<file path="config.mk">
export PLATFORM = sky130hd
export DESIGN_NAME = tx_message_scheduler_flat
export DESIGN_NICKNAME = d
export VERILOG_FILES = /design/src/rtl/tx_message_scheduler_pkg.sv /design/src/rtl/tx_message_scheduler_if.sv /design/src/rtl/tx_message_scheduler.sv /design/src/flat_wrapper.sv
export SDC_FILE = /design/constraint.sdc
export NUM_CORES = 1
export LEC_CHECK = 0
export ABC_AREA = 1
export BUFFER_PORTS_ARGS = -buffer_cell sky130_fd_sc_hd__buf_2
export CORE_AREA = 5 5 155 157
export DETAILED_ROUTE_END_ITERATION = 8
export DIE_AREA = 0 0 160 162
export GPL_TIMING_DRIVEN = 0
export PLACE_DENSITY_LB_ADDON = 0.08
export REMOVE_ABC_BUFFERS = 1
export SYNTH_ARGS = -nofsm -noshare
export SYNTH_HDL_FRONTEND = slang
export SYNTH_SLANG_ARGS = --single-unit
</file>
<file path="constraint.sdc">
create_clock -name i_sys_clk -period 2.6 [get_ports i_sys_clk]
set_clock_uncertainty 0.05 [all_clocks]
set_input_delay 0.26 -clock i_sys_clk [delete_from_list [all_inputs] [get_ports i_sys_clk]]
set_output_delay 0.26 -clock i_sys_clk [all_outputs]
set_load 0.005 [all_outputs]
</file>
<file path="src/rtl/tx_message_scheduler_pkg.sv">
// Shared CAN transmit-path definitions: message layout and scheduler state encoding.
package tx_message_scheduler_pkg;

    localparam int unsigned MSG_W  = 128;
    localparam int unsigned ID_HI  = 127;
    localparam int unsigned ID_LO  = 96;
    localparam int unsigned DLC_HI = 95;
    localparam int unsigned DLC_LO = 64;

    typedef enum logic [2:0] {
        StIdle    = 3'd0,
        StFetch   = 3'd1,
        StCapture = 3'd2,
        StRequest = 3'd3,
        StRearm   = 3'd4
    } tx_sched_state_t;

endpackage

</file>
<file path="src/rtl/tx_message_scheduler_if.sv">
// Bundle between the TX scheduler, the register-side FIFO/HPB and the bit-stream engine.
interface tx_message_scheduler_if;
    import tx_message_scheduler_pkg::*;

    logic             i_tx_enable;
    logic             i_tx_empty;
    logic             o_tx_r_en;
    logic [MSG_W-1:0] i_tx_fifo_r_data;
    logic             i_txhpb_valid;
    logic [MSG_W-1:0] i_txhpb_data;
    logic             o_hpb_ack;
    logic [MSG_W-1:0] o_tx_message;
    logic             o_tx_req;
    logic             i_tx_done;
    logic             i_tx_arb_lost;
    logic             i_tx_err;
    logic             o_tx_ok;
    logic             o_arb_lost;
    logic             o_tx_abort;
    logic             o_txbsy;
    logic [7:0]       o_retry_cnt;

    // Scheduler side.
    modport master (
        input  i_tx_enable, i_tx_empty, i_tx_fifo_r_data, i_txhpb_valid, i_txhpb_data,
        input  i_tx_done, i_tx_arb_lost, i_tx_err,
        output o_tx_r_en, o_hpb_ack, o_tx_message, o_tx_req, o_tx_ok, o_arb_lost,
        output o_tx_abort, o_txbsy, o_retry_cnt
    );

    // Environment side (FIFO, HPB, engine).
    modport slave (
        output i_tx_enable, i_tx_empty, i_tx_fifo_r_data, i_txhpb_valid, i_txhpb_data,
        output i_tx_done, i_tx_arb_lost, i_tx_err,
        input  o_tx_r_en, o_hpb_ack, o_tx_message, o_tx_req, o_tx_ok, o_arb_lost,
        input  o_tx_abort, o_txbsy, o_retry_cnt
    );

endinterface

</file>
<file path="src/rtl/tx_message_scheduler.sv">
// Picks the next TX message (HPB before FIFO), holds it, and runs the request/outcome
// handshake with the bit-stream engine including retransmission and abort.
module tx_message_scheduler
    import tx_message_scheduler_pkg::*;
#(
    parameter int unsigned MAX_RETRY = 8
) (
    input  logic                          i_sys_clk,
    input  logic                          i_reset,
    tx_message_scheduler_if.master        bus
);

    tx_sched_state_t  state_q, state_d;
    logic [MSG_W-1:0] msg_q, msg_d;
    logic [7:0]       retry_q, retry_d;
    logic [7:0]       retry_inc;
    logic             tx_req_q, tx_req_d;
    logic             r_en_q, r_en_d;
    logic             hpb_ack_q, hpb_ack_d;
    logic             tx_ok_q, tx_ok_d;
    logic             arb_lost_q, arb_lost_d;
    logic             abort_q, abort_d;
    logic             txbsy_q, txbsy_d;

    always_comb begin
        state_d    = state_q;
        msg_d      = msg_q;
        retry_d    = retry_q;
        hpb_ack_d  = 1'b0;
        tx_ok_d    = 1'b0;
        arb_lost_d = 1'b0;
        abort_d    = 1'b0;
        // Saturating increment; only reachable at 255 when MAX_RETRY is 0 or above 255.
        retry_inc  = (retry_q == 8'hFF) ? retry_q : retry_q + 8'd1;

        unique case (state_q)
            StIdle: begin
                if (bus.i_tx_enable) begin
                    if (bus.i_txhpb_valid) begin
                        msg_d     = bus.i_txhpb_data;
                        retry_d   = 8'd0;
                        hpb_ack_d = 1'b1;
                        state_d   = StRequest;
                    end else if (!bus.i_tx_empty) begin
                        state_d = StFetch;
                    end
                end
            end
            StFetch: begin
                state_d = StCapture;
            end
            StCapture: begin
                msg_d   = bus.i_tx_fifo_r_data;
                retry_d = 8'd0;
                state_d = StRequest;
            end
            StRequest: begin
                if (bus.i_tx_done) begin
                    tx_ok_d = 1'b1;
                    state_d = StIdle;
                end else if (bus.i_tx_err) begin
                    retry_d = retry_inc;
                    if (MAX_RETRY != 0 && 32'(retry_inc) == MAX_RETRY) begin
                        abort_d = 1'b1;
                        state_d = StIdle;
                    end else begin
                        state_d = StRearm;
                    end
                end else if (bus.i_tx_arb_lost) begin
                    arb_lost_d = 1'b1;
                    state_d    = StRearm;
                end
            end
            StRearm: begin
                state_d = StRequest;
            end
            default: begin
                state_d = StIdle;
            end
        endcase

        // Outputs are registered versions of what the next state implies.
        tx_req_d = (state_d == StRequest);
        r_en_d   = (state_d == StFetch);
        txbsy_d  = (state_d != StIdle);
    end

    always_ff @(posedge i_sys_clk) begin
        if (i_reset) begin
            state_q    <= StIdle;
            msg_q      <= '0;
            retry_q    <= 8'd0;
            tx_req_q   <= 1'b0;
            r_en_q     <= 1'b0;
            hpb_ack_q  <= 1'b0;
            tx_ok_q    <= 1'b0;
            arb_lost_q <= 1'b0;
            abort_q    <= 1'b0;
            txbsy_q    <= 1'b0;
        end else begin
            state_q    <= state_d;
            msg_q      <= msg_d;
            retry_q    <= retry_d;
            tx_req_q   <= tx_req_d;
            r_en_q     <= r_en_d;
            hpb_ack_q  <= hpb_ack_d;
            tx_ok_q    <= tx_ok_d;
            arb_lost_q <= arb_lost_d;
            abort_q    <= abort_d;
            txbsy_q    <= txbsy_d;
        end
    end

    assign bus.o_tx_r_en    = r_en_q;
    assign bus.o_hpb_ack    = hpb_ack_q;
    assign bus.o_tx_message = msg_q;
    assign bus.o_tx_req     = tx_req_q;
    assign bus.o_tx_ok      = tx_ok_q;
    assign bus.o_arb_lost   = arb_lost_q;
    assign bus.o_tx_abort   = abort_q;
    assign bus.o_txbsy      = txbsy_q;
    assign bus.o_retry_cnt  = retry_q;

endmodule

</file>
<file path="src/flat_wrapper.sv">
// flat-port wrapper written by rule: the top's interface ports become plain ports
module tx_message_scheduler_flat import tx_message_scheduler_pkg::*;
#(
    parameter int unsigned MAX_RETRY = 8
)
  (i_sys_clk, i_reset, bus_i_tx_enable, bus_i_tx_empty, bus_i_tx_fifo_r_data, bus_i_txhpb_valid, bus_i_txhpb_data, bus_i_tx_done, bus_i_tx_arb_lost, bus_i_tx_err, bus_o_tx_r_en, bus_o_hpb_ack, bus_o_tx_message, bus_o_tx_req, bus_o_tx_ok, bus_o_arb_lost, bus_o_tx_abort, bus_o_txbsy, bus_o_retry_cnt);
  tx_message_scheduler_if bus_i ();
  input  logic i_sys_clk;
  input  logic i_reset;
  input wire logic [$bits(bus_i.i_tx_enable)-1:0] bus_i_tx_enable;
  input wire logic [$bits(bus_i.i_tx_empty)-1:0] bus_i_tx_empty;
  input wire logic [$bits(bus_i.i_tx_fifo_r_data)-1:0] bus_i_tx_fifo_r_data;
  input wire logic [$bits(bus_i.i_txhpb_valid)-1:0] bus_i_txhpb_valid;
  input wire logic [$bits(bus_i.i_txhpb_data)-1:0] bus_i_txhpb_data;
  input wire logic [$bits(bus_i.i_tx_done)-1:0] bus_i_tx_done;
  input wire logic [$bits(bus_i.i_tx_arb_lost)-1:0] bus_i_tx_arb_lost;
  input wire logic [$bits(bus_i.i_tx_err)-1:0] bus_i_tx_err;
  output wire logic [$bits(bus_i.o_tx_r_en)-1:0] bus_o_tx_r_en;
  output wire logic [$bits(bus_i.o_hpb_ack)-1:0] bus_o_hpb_ack;
  output wire logic [$bits(bus_i.o_tx_message)-1:0] bus_o_tx_message;
  output wire logic [$bits(bus_i.o_tx_req)-1:0] bus_o_tx_req;
  output wire logic [$bits(bus_i.o_tx_ok)-1:0] bus_o_tx_ok;
  output wire logic [$bits(bus_i.o_arb_lost)-1:0] bus_o_arb_lost;
  output wire logic [$bits(bus_i.o_tx_abort)-1:0] bus_o_tx_abort;
  output wire logic [$bits(bus_i.o_txbsy)-1:0] bus_o_txbsy;
  output wire logic [$bits(bus_i.o_retry_cnt)-1:0] bus_o_retry_cnt;
  assign bus_i.i_tx_enable = bus_i_tx_enable;
  assign bus_i.i_tx_empty = bus_i_tx_empty;
  assign bus_i.i_tx_fifo_r_data = bus_i_tx_fifo_r_data;
  assign bus_i.i_txhpb_valid = bus_i_txhpb_valid;
  assign bus_i.i_txhpb_data = bus_i_txhpb_data;
  assign bus_i.i_tx_done = bus_i_tx_done;
  assign bus_i.i_tx_arb_lost = bus_i_tx_arb_lost;
  assign bus_i.i_tx_err = bus_i_tx_err;
  assign bus_o_tx_r_en = bus_i.o_tx_r_en;
  assign bus_o_hpb_ack = bus_i.o_hpb_ack;
  assign bus_o_tx_message = bus_i.o_tx_message;
  assign bus_o_tx_req = bus_i.o_tx_req;
  assign bus_o_tx_ok = bus_i.o_tx_ok;
  assign bus_o_arb_lost = bus_i.o_arb_lost;
  assign bus_o_tx_abort = bus_i.o_tx_abort;
  assign bus_o_txbsy = bus_i.o_txbsy;
  assign bus_o_retry_cnt = bus_i.o_retry_cnt;
  tx_message_scheduler #(.MAX_RETRY(MAX_RETRY)) u_core (.i_sys_clk(i_sys_clk), .i_reset(i_reset), .bus(bus_i));
endmodule
</file>
==> results.py, run 1 <==
metrics = {
    "pwr": {
        "p_leak_nw": 4.54,
        "peakVddDrop_mv": 0.328,
        "cellPowerDensity_nw_per_um2": 798,
    },
    "timing": {
        "period_share": 0.893,
        "setup_tns_ns": 0,
        "grt_setup_unrepaired": "no",
        "maxSlewViolCount": 0,
        "hold_viol_final": 0,
        "worst_slack_ns": 0.279,
        "finalSetupViolations": 0,
        "min_period_ns": 2.32,
        "timing.slew.headroom": 0.537,
        "timing.fmax_mhz": 431,
        "worst_pin_slew_ns": 0.695,
    },
    "run_status": {
        "outcome": "complete, no violations",
    },
    "setup_path": {
        "r2r_start": "u_core.state_q[1]",
        "cp.required_ns": 2.89,
        "critPathKind": "reg -> reg",
        "cp_max_fo": 75,
        "crit_path_start_kind": "flip-flop",
        "max_stage_delay_ns": 0.39,
        "worstSetupEndpoint": "u_core.bus.o_tx_message[102]",
        "r2r-end": "u_core.bus.o_tx_message[102]",
        "crit_chain": "inv_2 > nor3_4 > buf_8 > buf_16 > inv_8 > nand2_8 > buf_16 > o21ai_0 > a31oi_1",
        "slowest_stage": "dfxtp_1",
        "cp.arrival_ns": 2.61,
        "worst-r2r-setup-slack_ns": 0.28,
        "reg2reg_depth": 9,
        "crit_top_cell": "buf_16",
        "startpoint": "u_core.state_q[1]",
        "endpoint_kind": "flip-flop",
    },
    "global_routing": {
        "grt_pass1_wl_um": 43000,
        "grt_max_degree": 79,
        "grt_pass1_vias": 7106,
        "antenna_found_initial": 10,
        "grt.overflow.total": 0,
        "grt_util_all_layers": 0.211,
    },
    "finish": {
        "finish.instance_area_um2": 9240,
        "layout_commonest_cell": "buf_2",
        "layout.nets": 1498,
        "instances_no_fill": 1532,
        "final_cell_mix": "buf_2, nand2_1, dfxtp_1",
        "drive_above_1_share": 0.369,
        "synthToLayoutAreaGrowth_pct": 46.1,
    },
    "yosys": {
        "yosysWarnings": 0,
        "syn_area_um2": 6320,
        "ys_types": 26,
        "seq_area_frac_synth": 0.462,
        "postSynthAreaPerCell_um2": 7.31,
        "ys_ff_latch": 146,
        "yosysTopAreaCellShare": 0.462,
        "yosys.area.top_type": "dfxtp_1",
        "synth_cells": 865,
        "synth_area_leaders": "dfxtp_1, nand2_1, a31oi_1, o21ai_1, clkbuf_1",
    },
    "place": {
        "dp_cells": 1493,
        "place.gp.congestion": 0.810,
        "io_buffers": 406,
        "pre_cts_ws_ns": -0.745,
        "place_area_um2": 8610,
        "hpwl_um": 19800,
    },
    "run": {
        "maxCapViolCount": 0,
    },
    "floorplan": {
        "die_w_um": 160,
        "dieArea_um2": 25900,
        "die_h_um": 162,
        "placementRows": 55,
        "initial_core_util": 0.283,
        "io_pins": 407,
        "core_area_um2": 22400,
    },
    "clocking": {
        "path_clk_slew_ns": 0.07,
        "ctsHtreeMaxLevel": 4,
        "max-clock-path-buffers": 2,
        "clockRootBuffer": "clkbuf_16",
        "cts_buffers": 17,
        "clk-insertion-delay-late_ns": 0.42,
        "cts_tree": "yes",
        "clock_sinks": 146,
    },
    "drt": {
        "wl_per_cell_um": 18.8,
        "drtPass1Iterations": 4,
        "vias": 7288,
        "drt_wl_total_um": 28800,
        "drt_iter0_drc": 535,
        "postRouteAntennaNets": 0,
        "vias_per_cell": 4.76,
        "drc": 0,
    },
    "worst_hold_path": {
        "hp-start": "bus_i_txhpb_data[9]",
        "hold_path.class": "in -> reg",
    },
}
==> worst min-delay path by stage <==
stage	to	cells after the start	slack (ns)
after floorplan	u_core.bus.o_retry_cnt[1]	1	0.28
after global placement	u_core.bus.o_arb_lost	2	0.43
after detailed placement	u_core.bus.o_arb_lost	2	0.43
after CTS	u_core.bus.o_tx_message[36]	3	0.03
after global routing	u_core.bus.o_tx_message[9]	3	0.03
final	u_core.bus.o_tx_message[9]	3	0.04
==> critical path, delay by kind of cell, from the launching register on <==
kind	cells	cell delay [ns]
AO/OA/AOI/OAI	2	0.27
flip-flops	1	0.39
buffers and inverters	5	0.95
AND/OR/NAND/NOR	2	0.48
==> cell usage after synthesis, drive strengths merged <==
cell      n
nor2     24
a31oi   128
o21ai   131
nand2   296
nor3      7
clkbuf   39
xor2      2
buf      34
nand3b    1
nand3    17
nor3b     1
ha        1
o21bai    1
inv      24
nand4     3
dfxtp   146
a21oi    10
==> registers in the layout, summed over array words and instances (netlist names) <==
| signal | count |
|---|---|
| u_core.bus.o_tx_r_en | 1 |
| u_core.bus.o_tx_ok | 1 |
| u_core.state_q | 3 |
| u_core.bus.o_txbsy | 1 |
| u_core.bus.o_arb_lost | 1 |
| u_core.bus.o_tx_abort | 1 |
| u_core.bus.o_tx_req | 1 |
| u_core.bus.o_hpb_ack | 1 |
| u_core.bus.o_retry_cnt | 8 |
| u_core.bus.o_tx_message | 128 |
==> routing by layer <==
| layer | vias up | global-route usage | share of wire | routed length, um |
|---|---|---|---|---|
| li1 | 3701 | - | - | - |
| met1 | 3287 | 0.252 | 0.40 | 11500 |
| met2 | 250 | 0.365 | 0.51 | 14700 |
| met3 | 34 | 0.0761 | 0.073 | 2090 |
| met4 | 16 | 0.0477 | 0.014 | 401 |
| met5 | - | 0 | 0.0035 | 100 |
==> timing repair <==
item	4_1_cts	5_1_grt
endpoints found under the setup margin	128	13
gates resized for setup	1	1
hold endpoints to repair	1	0
setup buffers	1	0
gates cloned	3	1
hold buffers	1	0
pin swaps	2	1
==> report_power, final <==
part | switching [W] | internal, W
Clock | 0.00103 | 0.00131
Combinational | 0.00131 | 0.000880
Sequential | 0.000196 | 0.00264
Total | 0.00254 | 0.00483
==> logic make-up after synthesis <==
kind of cell | after synthesis | share of synthesized area
flip-flops | 146 | 0.462
XOR/XNOR | 2 | 0.00277
AO/OA/AOI/OAI | 270 | 0.239
buffers and inverters | 97 | 0.0738
adder cells (fa/ha/maj) | 1 | 0.00198
AND/OR/NAND/NOR | 349 | 0.220
==> area by class of cell <==
class	count	area, um2
diodes	2	5.00
inverters	24	100
clock inverters	13	114
clock buffers	18	429
multi-input cells	625	2980
well taps	285	357
repair buffers	419	2330
fillers	2409	13100
flip-flops and latches	146	2920
==> stage by stage <==
stage	hold WS [ns]	power, W	util
after CTS	0.0272	0.00747	0.412
after floorplan	0.279	0.00390	-
after global placement	0.434	0.00497	0.373
final	0.0435	0.00737	0.413
after detailed placement	0.431	0.00498	0.385
after global routing	0.0320	0.00781	0.413
(Power assumes the default switching activity.)
==> run 2: changes to the inputs <==
==> constraint.sdc (replaced) <==
create_clock -name i_sys_clk -period 2.6 [get_ports i_sys_clk]
set_clock_uncertainty 0.05 [all_clocks]
set_input_delay 0.39 -clock i_sys_clk [delete_from_list [all_inputs] [get_ports i_sys_clk]]
set_output_delay 0.39 -clock i_sys_clk [all_outputs]
set_load 0.005 [all_outputs]
==> run 2 against run 1 <==
Effect of this change:
- clock power hardly changed
- setup slack worse by 0.026 ns
- register-to-register slack worse by 0.03 ns
- routed wire length is 0.11% higher
- critical path type unchanged
- largest cell class unchanged
- largest power group unchanged
==> results.py, run 2 (synthesis results as in run 1) <==
metrics = {
    "clocking": {
        "clock_sinks": 146,
        "cts_buffers": 17,
        "ctsHtreeMaxLevel": 4,
        "clockRootBuffer": "clkbuf_16",
        "path_clk_slew_ns": 0.06,
        "cts_tree": "yes",
        "max-clock-path-buffers": 2,
        "clk-insertion-delay-late_ns": 0.42,
    },
    "finish": {
        "drive_above_1_share": 0.370,
        "synthToLayoutAreaGrowth_pct": 45.9,
        "finish.instance_area_um2": 9230,
        "fin_util": 0.413,
        "layout_commonest_cell": "buf_2",
        "layout.nets": 1497,
        "largest_register_ffs": 128,
        "final_cell_mix": "buf_2, nand2_1, dfxtp_1",
    },
    "worst_hold_path": {
        "hold_path.class": "in -> reg",
    },
    "global_routing": {
        "grt_pass1_wl_um": 43000,
        "grt.overflow.total": 0,
        "grt_max_degree": 79,
        "antenna_found_initial": 10,
        "grt_util_all_layers": 0.211,
        "grt_pass1_vias": 7103,
    },
    "drt": {
        "vias_per_cell": 4.76,
        "drt_wl_total_um": 28800,
        "wl_per_cell_um": 18.8,
        "drtPass1Iterations": 5,
        "vias": 7281,
        "drc": 0,
        "drt_iter0_drc": 536,
        "postRouteAntennaNets": 0,
    },
    "setup_path": {
        "cp.required_ns": 2.89,
        "crit_top_cell": "buf_16",
        "cp_max_fo": 75,
        "cpLargestDelayFamily": "buffers and inverters",
        "crit_path_start_kind": "flip-flop",
        "max_stage_delay_ns": 0.39,
        "critPathKind": "reg -> reg",
        "slowest_stage": "dfxtp_1",
        "path_buf_inv": 5,
        "endpoint_kind": "flip-flop",
        "crit_chain": "inv_2 > nor3_4 > buf_8 > buf_16 > inv_8 > nand2_8 > buf_16 > o21ai_0 > a31oi_1",
        "cp.arrival_ns": 2.63,
    },
    "floorplan": {
        "placementRows": 55,
        "initial_core_util": 0.283,
        "io_pins": 407,
        "dieArea_um2": 25900,
        "die_w_um": 160,
        "die_h_um": 162,
        "core_area_um2": 22400,
    },
    "timing": {
        "maxSlewViolCount": 0,
        "worst_slack_ns": 0.253,
        "period_share": 0.903,
        "grt_setup_unrepaired": "no",
        "worst_pin_slew_ns": 0.693,
        "finalSetupViolations": 0,
        "timing.fmax_mhz": 426,
        "timing.slew.headroom": 0.538,
        "hold_viol_final": 0,
        "min_period_ns": 2.35,
        "whs_ns": 0.129,
    },
    "pwr": {
        "p_leak_nw": 4.54,
        "cellPowerDensity_nw_per_um2": 799,
        "finalPower_w": 0.00737,
        "peakVddDrop_mv": 0.327,
    },
    "run_status": {
        "outcome": "complete, no violations",
    },
    "place": {
        "io_buffers": 406,
        "hpwl_um": 19800,
        "place_area_um2": 8610,
        "place.gp.congestion": 0.810,
        "pre_cts_ws_ns": -0.745,
    },
    "run": {
        "maxCapViolCount": 0,
    },
}
==> run 2: changes by cell type in the layout (fill, tap and decap cells not counted) <==
cell,before,now
dlygate4sd3_1,1,0
==> run 2: repair_timing <==
action                                  CTS  global route
endpoints found under the setup margin  128            13
buffers inserted                          1             0
resized for setup                         1             1
gates cloned                              3             1
hold buffers                              0             0
pin swaps                                 2             1
==> run 2: power breakdown <==
part           internal (W)  total (W)  switching [W]
logic              0.000880    0.00219        0.00131
clock network       0.00131    0.00234        0.00103
registers           0.00264    0.00284       0.000196
==> run 2: through the flow <==
| step | TNS [ns] | std cells |
|---|---|---|
| CTS | 0 | 1528 |
| global route | 0 | 1531 |
| detailed placement | -60.33 | 1493 |
| finish | 0 | 1531 |
| floorplan | -592.78 | 792 |
| global placement | -1342.66 | 1483 |
==> run 2: final timing paths <==
| check | from | end | slack [ns] | depth (start not counted) |
|---|---|---|---|---|
| worst max-delay path | u_core.state_q[1] | u_core.bus.o_tx_message[93] | 0.25 | 9 |
| worst min register to register | u_core.bus.o_retry_cnt[7] | u_core.bus.o_retry_cnt[7] | 0.46 | 2 |
| worst min-delay path | bus_i_tx_err | u_core.bus.o_arb_lost | 0.13 | 2 |
| worst max register to register | u_core.state_q[1] | u_core.bus.o_tx_message[93] | 0.25 | 9 |
==> run 2: cell type report <==
type | instances | area, um2
inverter | 24 | 100
clock inverter | 13 | 114
timing repair buffer | 418 | 2320
tap | 285 | 357
clock buffer | 18 | 429
antenna | 2 | 5.00
fill | 2409 | 13100
multi-input combinational | 625 | 2980
sequential | 146 | 2920
==> run 2: worst reg2reg max path: cells and delay by family, from the launching register on <==
kind,cells,cell delay (ns)
AND/OR/NAND/NOR,2,0.49
flip-flops,1,0.39
AO/OA/AOI/OAI,2,0.37
buffers and inverters,5,0.96
==> run 2: per-layer routing <==
metal / global-route usage / routed length [um] / vias up
met5: 0 / 106 / -
met4: 0.0477 / 405 / 16
met3: 0.0761 / 2090 / 35
met2: 0.365 / 14700 / 259
met1: 0.252 / 11500 / 3274
li1: - / - / 3697
==> run 3: changes to the inputs <==
--- a/config.mk
+++ b/config.mk
@@ -12,6 +12,7 @@
 export DIE_AREA = 0 0 160 162
 export GPL_TIMING_DRIVEN = 0
 export PLACE_DENSITY_LB_ADDON = 0.08
+export RECOVER_POWER = 25
 export REMOVE_ABC_BUFFERS = 1
 export SYNTH_ARGS = -nofsm -noshare
 export SYNTH_HDL_FRONTEND = slang
==> run 3 against run 2 <==
Effect of this change:
- setup slack better by 0.0078 ns
- core utilization is 0.30 points lower
- power is 0.41% lower
- combinational power is 2% lower
==> results.py, run 3 (synthesis results as in run 1) <==
metrics = {
    "run_status": {
        "outcome": "complete, no violations",
    },
    "finish": {
        "drive_above_1_share": 0.326,
        "layout.nets": 1497,
        "largest_register_ffs": 128,
        "instances_no_fill": 1531,
        "layout_commonest_cell": "buf_2",
        "synthToLayoutAreaGrowth_pct": 44.8,
        "final_cell_mix": "buf_2, nand2_1, dfxtp_1",
    },
    "floorplan": {
        "dieArea_um2": 25900,
        "io_pins": 407,
        "initial_core_util": 0.283,
        "die_h_um": 162,
        "core_area_um2": 22400,
        "placementRows": 55,
        "die_w_um": 160,
    },
    "worst_hold_path": {
        "min_path_cells": 2,
        "hold_path.class": "in -> reg",
    },
    "drt": {
        "drt_wl_total_um": 28800,
        "vias": 7268,
        "drc": 0,
        "drtPass1Iterations": 4,
        "dr_wl_met2_um": 14700,
        "wl_per_cell_um": 18.8,
        "drt_iter0_drc": 561,
        "vias_per_cell": 4.75,
        "postRouteAntennaNets": 0,
        "wl_met1_um": 11700,
        "dr.max_layer_used": "met5",
        "dr_wl_met3_um": 1960,
    },
    "global_routing": {
        "antenna_found_initial": 10,
        "grt_pass1_vias": 7103,
        "grt_max_degree": 79,
        "grt_util_all_layers": 0.211,
        "grt_pass1_wl_um": 43000,
        "grt.overflow.total": 0,
    },
    "place": {
        "pre_cts_ws_ns": -0.745,
        "place.gp.congestion": 0.810,
        "io_buffers": 406,
        "hpwl_um": 19800,
        "dp_cells": 1493,
    },
    "timing": {
        "worst_pin_slew_ns": 0.702,
        "finalSetupViolations": 0,
        "timing.slew.headroom": 0.532,
        "grt_setup_unrepaired": "no",
        "setup_tns_ns": 0,
        "min_period_ns": 2.34,
        "period_share": 0.900,
        "maxSlewViolCount": 0,
        "worst_slack_ns": 0.261,
        "whs_ns": 0.136,
        "hold_viol_final": 0,
        "timing.fmax_mhz": 428,
    },
    "setup_path": {
        "cp_max_fo": 75,
        "reg2reg_depth": 9,
        "endpoint_kind": "flip-flop",
        "cp.required_ns": 2.89,
        "cp.arrival_ns": 2.63,
        "crit_path_start_kind": "flip-flop",
        "critPathKind": "reg -> reg",
    },
    "clocking": {
        "hold_buffers": 0,
        "cts_buffers": 17,
        "path_clk_slew_ns": 0.06,
        "clock_sinks": 146,
        "max-clock-path-buffers": 2,
        "ctsHtreeMaxLevel": 4,
        "cts_tree": "yes",
        "clk-insertion-delay-late_ns": 0.42,
        "clockRootBuffer": "clkbuf_16",
    },
    "run": {
        "maxCapViolCount": 0,
    },
    "pwr": {
        "p_leak_nw": 4.33,
        "cellPowerDensity_nw_per_um2": 801,
        "peakVddDrop_mv": 0.326,
    },
}
run 3: power breakdown:
group / total [W] / switching (W) / leakage, nW / internal (W)
Combinational: 0.00215 / 0.00131 / 2.87 / 0.000841
Clock: 0.00234 / 0.00103 / 0.254 / 0.00131
Sequential: 0.00285 / 0.000202 / 1.20 / 0.00264
Total: 0.00734 / 0.00254 / 4.33 / 0.00480
run 3: what timing repair did:
item                                    4_1_cts  5_1_grt
hold endpoints to repair                      0        0
endpoints found under the setup margin      128       13
cloned                                        3        1
setup buffers                                 1        0
pin swaps                                     2        1
gates resized for setup                       1        1
run 3: layer usage:
metal	vias to the layer above	track usage
met2	223	0.365
met1	3292	0.252
met3	34	0.0761
met5	-	0
met4	16	0.0477
li1	3703	-
run 3: cell type report:
| class | instances | area, um2 |
|---|---|---|
| Timing Repair Buffer | 418 | 2250 |
| Inverter | 24 | 100 |
| Clock buffer | 18 | 429 |
| Fill cell | 2431 | 13200 |
| Multi-Input combinational cell | 625 | 2980 |
| Tap cell | 285 | 357 |
| Sequential cell | 146 | 2920 |
| Antenna cell | 2 | 5.00 |
| Clock inverter | 13 | 114 |
run 3: worst max-delay path, cell delays in order (launching register included):
cell and delay (ns):
dfxtp_1 0.39, inv_2 0.09, nor3_4 0.24, buf_8 0.22
buf_16 0.18, inv_8 0.16, nand2_8 0.24, buf_16 0.31
o21ai_0 0.13, a31oi_1 0.16
run 3: path summary, 6_finish.rpt:
check,end,from,slack [ns]
max,u_core.bus.o_tx_message[93],u_core.state_q[1],0.26
min,u_core.bus.o_arb_lost,bus_i_tx_err,0.14
max reg2reg,u_core.bus.o_tx_message[93],u_core.state_q[1],0.26
min reg2reg,u_core.bus.o_retry_cnt[7],u_core.bus.o_retry_cnt[7],0.46
run 3: per-stage QoR:
stage | power, W | util | cell area, um2
after floorplan | 0.00390 | - | 5950
after global placement | 0.00497 | 0.373 | 8340
after detailed placement | 0.00498 | 0.385 | 8610
after CTS | 0.00747 | 0.412 | 9220
after global routing | 0.00778 | 0.410 | 9160
final | 0.00734 | 0.410 | 9160
